`config.mk`:
```
export PLATFORM = sky130hd
export DESIGN_NAME = instruction_fetch
export DESIGN_NICKNAME = d
export VERILOG_FILES = /design/src/rtl/instruction_fetch_pkg.sv /design/src/rtl/program_counter.sv /design/src/rtl/instruction_fetch.sv
export SDC_FILE = /design/constraint.sdc
export NUM_CORES = 1
export LEC_CHECK = 0
export CAP_MARGIN = 0
export CORE_MARGIN = 5
export CORE_UTILIZATION = 38
export DETAILED_ROUTE_END_ITERATION = 8
export HOLD_SLACK_MARGIN = 0.1
export PLACE_DENSITY_LB_ADDON = 0.1
export SYNTH_ARGS = -nofsm -noshare
export SYNTH_HDL_FRONTEND = slang
export SYNTH_SLANG_ARGS = --single-unit
```
`constraint.sdc`:
```
create_clock -name clk -period 1.4 [get_ports clk]
set_input_delay 0.14 -clock clk [delete_from_list [all_inputs] [get_ports clk]]
set_output_delay 0.14 -clock clk [all_outputs]
set_load 0.03 [all_outputs]
```
`src/rtl/instruction_fetch_pkg.sv`:
```
// Shared widths, timeout limit and state encoding for the instruction fetch unit.
package instruction_fetch_pkg;

  localparam int ADDR_W        = 13;
  localparam int INSTR_W       = 8;
  localparam int FETCH_TIMEOUT = 15;
  localparam int WAIT_W        = 4;

  typedef enum logic [1:0] {
    ST_IDLE  = 2'd0,
    ST_READ  = 2'd1,
    ST_ERROR = 2'd2
  } fetch_state_t;

endpackage

```
`src/rtl/program_counter.sv`:
```
// Program counter: jump load has priority over increment; increment wraps modulo 2**ADDR_W.
module program_counter
  import instruction_fetch_pkg::*;
(
  input  logic              clk,
  input  logic              rst,
  input  logic              load,
  input  logic [ADDR_W-1:0] load_addr,
  input  logic              inc,
  output logic [ADDR_W-1:0] pc
);

  always_ff @(posedge clk or negedge rst) begin
    if (!rst) begin
      pc <= '0;
    end else if (load) begin
      pc <= load_addr;
    end else if (inc) begin
      pc <= pc + 1'b1;
    end
  end

endmodule

```
`src/rtl/instruction_fetch.sv`:
```
// Fetches one instruction per request; ir_valid two edges after acceptance with zero-wait memory.
// Holds mem_rd until mem_ack; 16 READ cycles without ack park the unit in ERROR until err_clr.
module instruction_fetch
  import instruction_fetch_pkg::*;
(
  input  logic               clk,
  input  logic               rst,
  input  logic               fetch_req,
  input  logic               jump_en,
  input  logic [ADDR_W-1:0]  jump_addr,
  input  logic               err_clr,
  output logic [ADDR_W-1:0]  mem_addr,
  output logic               mem_rd,
  input  logic [INSTR_W-1:0] mem_rdata,
  input  logic               mem_ack,
  output logic [INSTR_W-1:0] ir,
  output logic               ir_valid,
  output logic [ADDR_W-1:0]  pc,
  output logic               busy,
  output logic               fetch_err
);

  fetch_state_t        state, state_nx;
  logic [WAIT_W-1:0]   wait_cnt, wait_cnt_nx;
  logic                pc_load, pc_inc, ir_load;

  program_counter u_pc (
    .clk       (clk),
    .rst       (rst),
    .load      (pc_load),
    .load_addr (jump_addr),
    .inc       (pc_inc),
    .pc        (pc)
  );

  assign mem_addr = pc;

  always_ff @(posedge clk or negedge rst) begin
    if (!rst) begin
      state    <= ST_IDLE;
      wait_cnt <= '0;
    end else begin
      state    <= state_nx;
      wait_cnt <= wait_cnt_nx;
    end
  end

  always_comb begin
    state_nx    = state;
    wait_cnt_nx = wait_cnt;
    pc_load     = 1'b0;
    pc_inc      = 1'b0;
    ir_load     = 1'b0;
    case (state)
      ST_IDLE: begin
        // A same-edge jump lands in pc before READ starts, so the fetch reads jump_addr.
        pc_load = jump_en;
        if (fetch_req) begin
          state_nx    = ST_READ;
          wait_cnt_nx = '0;
        end
      end
      ST_READ: begin
        if (mem_ack) begin
          ir_load  = 1'b1;
          pc_inc   = 1'b1;
          state_nx = ST_IDLE;
        end else begin
          wait_cnt_nx = wait_cnt + 1'b1;
          if (wait_cnt == WAIT_W'(FETCH_TIMEOUT)) begin
            state_nx = ST_ERROR;
          end
        end
      end
      ST_ERROR: begin
        if (err_clr) begin
          state_nx = ST_IDLE;
        end
      end
      default: state_nx = ST_IDLE;
    endcase
  end

  // Status outputs are registered from the next state so they line up with the state register.
  always_ff @(posedge clk or negedge rst) begin
    if (!rst) begin
      ir        <= '0;
      ir_valid  <= 1'b0;
      mem_rd    <= 1'b0;
      busy      <= 1'b0;
      fetch_err <= 1'b0;
    end else begin
      if (ir_load) begin
        ir <= mem_rdata;
      end
      ir_valid  <= ir_load;
      mem_rd    <= (state_nx == ST_READ);
      busy      <= (state_nx == ST_READ);
      fetch_err <= (state_nx == ST_ERROR);
    end
  end

endmodule

```
==> flow_metrics.py <==
metrics = {
    "sta": {
        "final.setup.tns_ns": -0.0251,
        "setup_ws_ns": -0.0118,
        "slew_violations": 0,
        "max_freq_mhz": 708,
        "slew_headroom_pct": 73.7,
        "tightest_slew_ns": 0.395,
        "hold_violations": 0,
        "skew_ns": 0.00292,
        "period_needed_ns": 1.41,
        "rsz0062_at_grt": "yes",
        "finalCritPeriodShare_pct": 101,
        "setup_violations": 4,
    },
    "worst_setup_path": {
        "rrSetupSlack_ns": -0.01,
        "cp-start-kind": "register",
        "cp_max_fo": 5,
        "crit_required_ns": 1.60,
        "slowest_delay_ns": 0.41,
        "slowest_stage": "dfrtp_1",
        "path_cells": "nand3b_4, nor4_4, nand4_1, a31oi_1",
        "end_kind": "register",
        "cp_data_arrival_time_ns": 1.61,
        "critPathKind": "reg -> reg",
    },
    "floorplan": {
        "ios": 65,
        "die_w_microns": 73.9,
        "die_h_microns": 73.9,
        "rows": 23,
        "coreArea_sq_um": 3970,
        "start_util_pct": 39.1,
        "die_area_sq_um": 5460,
    },
    "route": {
        "vias": 1448,
        "finalWirelength_microns": 4200,
        "drtIter0Drc": 76,
        "wl_per_cell_microns": 14.4,
        "drc": 0,
        "vias_per_cell": 4.98,
        "dr.pass1.iters": 4,
        "ant_nets": 0,
    },
    "synthesis": {
        "ys.flop_type": "dfrtp_1",
        "synth-xor-area-share_pct": 5.08,
        "synth_compound_area_share_pct": 9.92,
        "seq_area_frac_synth_pct": 48.4,
        "synth_area_per_cell_sq_um": 9.46,
        "muxShareOfSynthArea_pct": 1.37,
        "ys_types": 37,
        "synth_warnings": 0,
        "synth_nets": 193,
        "synth_fa_ha_area_share_pct": 1.61,
        "synth_edf_count": 0,
        "async_reset_ff_share_pct": 100,
        "postSynthCellCount": 164,
        "ys_seq_elements": 30,
        "synthSimpleGateAreaFrac_pct": 23.8,
        "synth_top_family_by_area": "simple AND/OR/NAND/NOR gates",
        "synth_area_sq_um": 1550,
    },
    "finish": {
        "area_growth_pct": 57.0,
        "layoutNonFillerInstCount": 291,
        "drive_gt1_share_pct": 25.3,
        "fin_nets": 269,
        "antenna_cells": 0,
        "stdcell_area_sq_um": 2440,
        "postLayoutCoreUtil_pct": 61.3,
    },
    "cts": {
        "cts_tree": "built",
        "htreeDepth": 2,
        "path_clk_slew_ns": 0.06,
        "clock_path_buffers": 2,
        "clk_latency_ns": 0.28,
        "cts.sinks": 30,
        "cts_buffers": 5,
        "hold_buffers": 0,
        "cts_root_buf": "clkbuf_8",
    },
    "power_and_ir_drop": {
        "leakage_nw": 1.14,
        "p_comb_share_pct": 44.6,
        "seqPwrFrac_pct": 35.5,
        "p_sw_w": 0.00149,
        "p_per_area_nw_per_um2": 1470,
        "vdd_ir_drop_max_uv": 697,
        "p_int_w": 0.00209,
        "switching_share_pct": 41.6,
        "p_clk_share_pct": 19.8,
    },
    "job": {
        "maxCapViolations": 0,
    },
    "placement": {
        "routabilityCongestion": 0.803,
        "io_buffers": 64,
        "post-dp-hpwl_microns": 3040,
        "place_inst": 273,
        "dp_slack_ns": -0.260,
        "dpl_cell_area_sq_um": 2250,
    },
    "global_routing": {
        "grt-ovfl-total": 0,
        "grt_usage_pct": 15.9,
        "antenna_found_initial": 0,
        "grt_pass1_wl_microns": 6710,
        "grt_pass1_vias": 1513,
        "grt_max_degree": 31,
    },
    "status": {
        "violations": "negative setup slack",
        "outcome": "complete, but fails checks",
    },
    "min_path": {
        "min_path_type": "in -> async",
    },
}
-- state kept, by name, summed over array words and instances (netlist names) --
signal	count
busy	1
fetch_err	1
ir	8
ir_valid	1
state	2
u_pc.pc	13
wait_cnt	4
-- per-stage QoR --
step	hold WS (ns)	total power [W]
2_1_floorplan	-0.156	0.00229
3_3_place_gp	0.467	0.00290
3_5_place_dp	0.464	0.00293
4_1_cts	0.266	0.00350
5_1_grt	0.287	0.00380
6_report	0.261	0.00358
-- cell usage after synthesis, types with 4 or more instances --
cell type | number | area share [%]
nand2_1 | 37 | 9.0
dfrtp_1 | 30 | 48
buf_4 | 14 | 6.8
nor2_1 | 12 | 2.9
xnor2_1 | 7 | 4.0
nand3_1 | 6 | 1.9
nand4_1 | 5 | 2.0
a21oi_1 | 4 | 1.3
inv_1 | 4 | 0.97
-- layer usage --
layer | vias to the layer above | track usage, % | wire length [microns]
li1 | 702 | - | -
met1 | 701 | 17.2 | 1670
met2 | 38 | 28.7 | 2250
met3 | 7 | 4.92 | 228
met4 | 0 | 5.63 | 52
met5 | - | 0 | 0
-- power by group through the flow --
stage	clock, W	sequential [W]	combinational, W
global placement	0	0.00128	0.00162
CTS	0.000733	0.00127	0.00149
floorplan	0	0.00155	0.000738
finish	0.000709	0.00127	0.00160
detailed placement	0	0.00130	0.00163
global route	0.000770	0.00131	0.00173
-- kinds of logic after synthesis --
| group | after synthesis |
|---|---|
| buf+inv | 24 |
| fa+ha+maj | 2 |
| flops | 30 |
| simple gates | 75 |
| mux | 2 |
| compound gates | 22 |
| xor+xnor | 9 |
-- worst max-delay path, delay by kind of cell, from the launching register on --
| family | cells | cell delay (ns) |
|---|---|---|
| AND/OR/NAND/NOR | 3 | 0.75 |
| AO/OA/AOI/OAI | 1 | 0.18 |
| flip-flops | 1 | 0.41 |
-- cells in the final DEF, fill, tap and decap left out, types with 3 or more instances in the layout --
| master | synthesis | final |
|---|---|---|
| a21oi_1 | 4 | 4 |
| buf_4 | 14 | 25 |
| clkbuf_8 | 0 | 6 |
| clkdlybuf4s50_1 | 0 | 26 |
| dfrtp_1 | 30 | 21 |
| dfrtp_2 | 0 | 9 |
| dlygate4sd2_1 | 0 | 35 |
| inv_1 | 4 | 4 |
| nand2_1 | 37 | 36 |
| nand3_1 | 6 | 5 |
| nand4_1 | 5 | 5 |
| nor2_1 | 12 | 12 |
| o21ai_0 | 3 | 3 |
| xnor2_1 | 7 | 7 |
-- path summary, 6_finish.rpt --
check / startpoint / end / depth (start not counted)
setup / recovery: state[1]$_DFF_PN0_ / u_pc.pc[11]$_DFFE_PN0P_ / 4
hold / removal: rst / u_pc.pc[9]$_DFFE_PN0P_ / 2
setup reg to reg: state[1]$_DFF_PN0_ / u_pc.pc[11]$_DFFE_PN0P_ / 4
hold reg to reg: ir[7]$_DFFE_PN0P_ / ir[7]$_DFFE_PN0P_ / 2
max in group asynchronous: rst / u_pc.pc[0]$_DFFE_PN0P_ / 2
min in group clk: mem_rdata[4] / ir[4]$_DFFE_PN0P_ / 3
-- cell type report --
class,count,area [sq um]
clock buffers,7,86.3
clock inverters,1,5.00
fillers,360,1540
inverters,4,15.0
multi-input cells,111,731
flip-flops and latches,30,762
well taps,50,62.6
repair buffers,88,774
-- repair_timing --
item                                   in CTS  in global routing
pin swaps                                   0                  7
resized for setup                          41                 14
endpoints found under the hold margin       0                  0
setup endpoints to repair                  47                 19
buffers inserted                            2                  7
gates cloned                                0                  1
No activity file was read; power rests on OpenSTA's default activity.
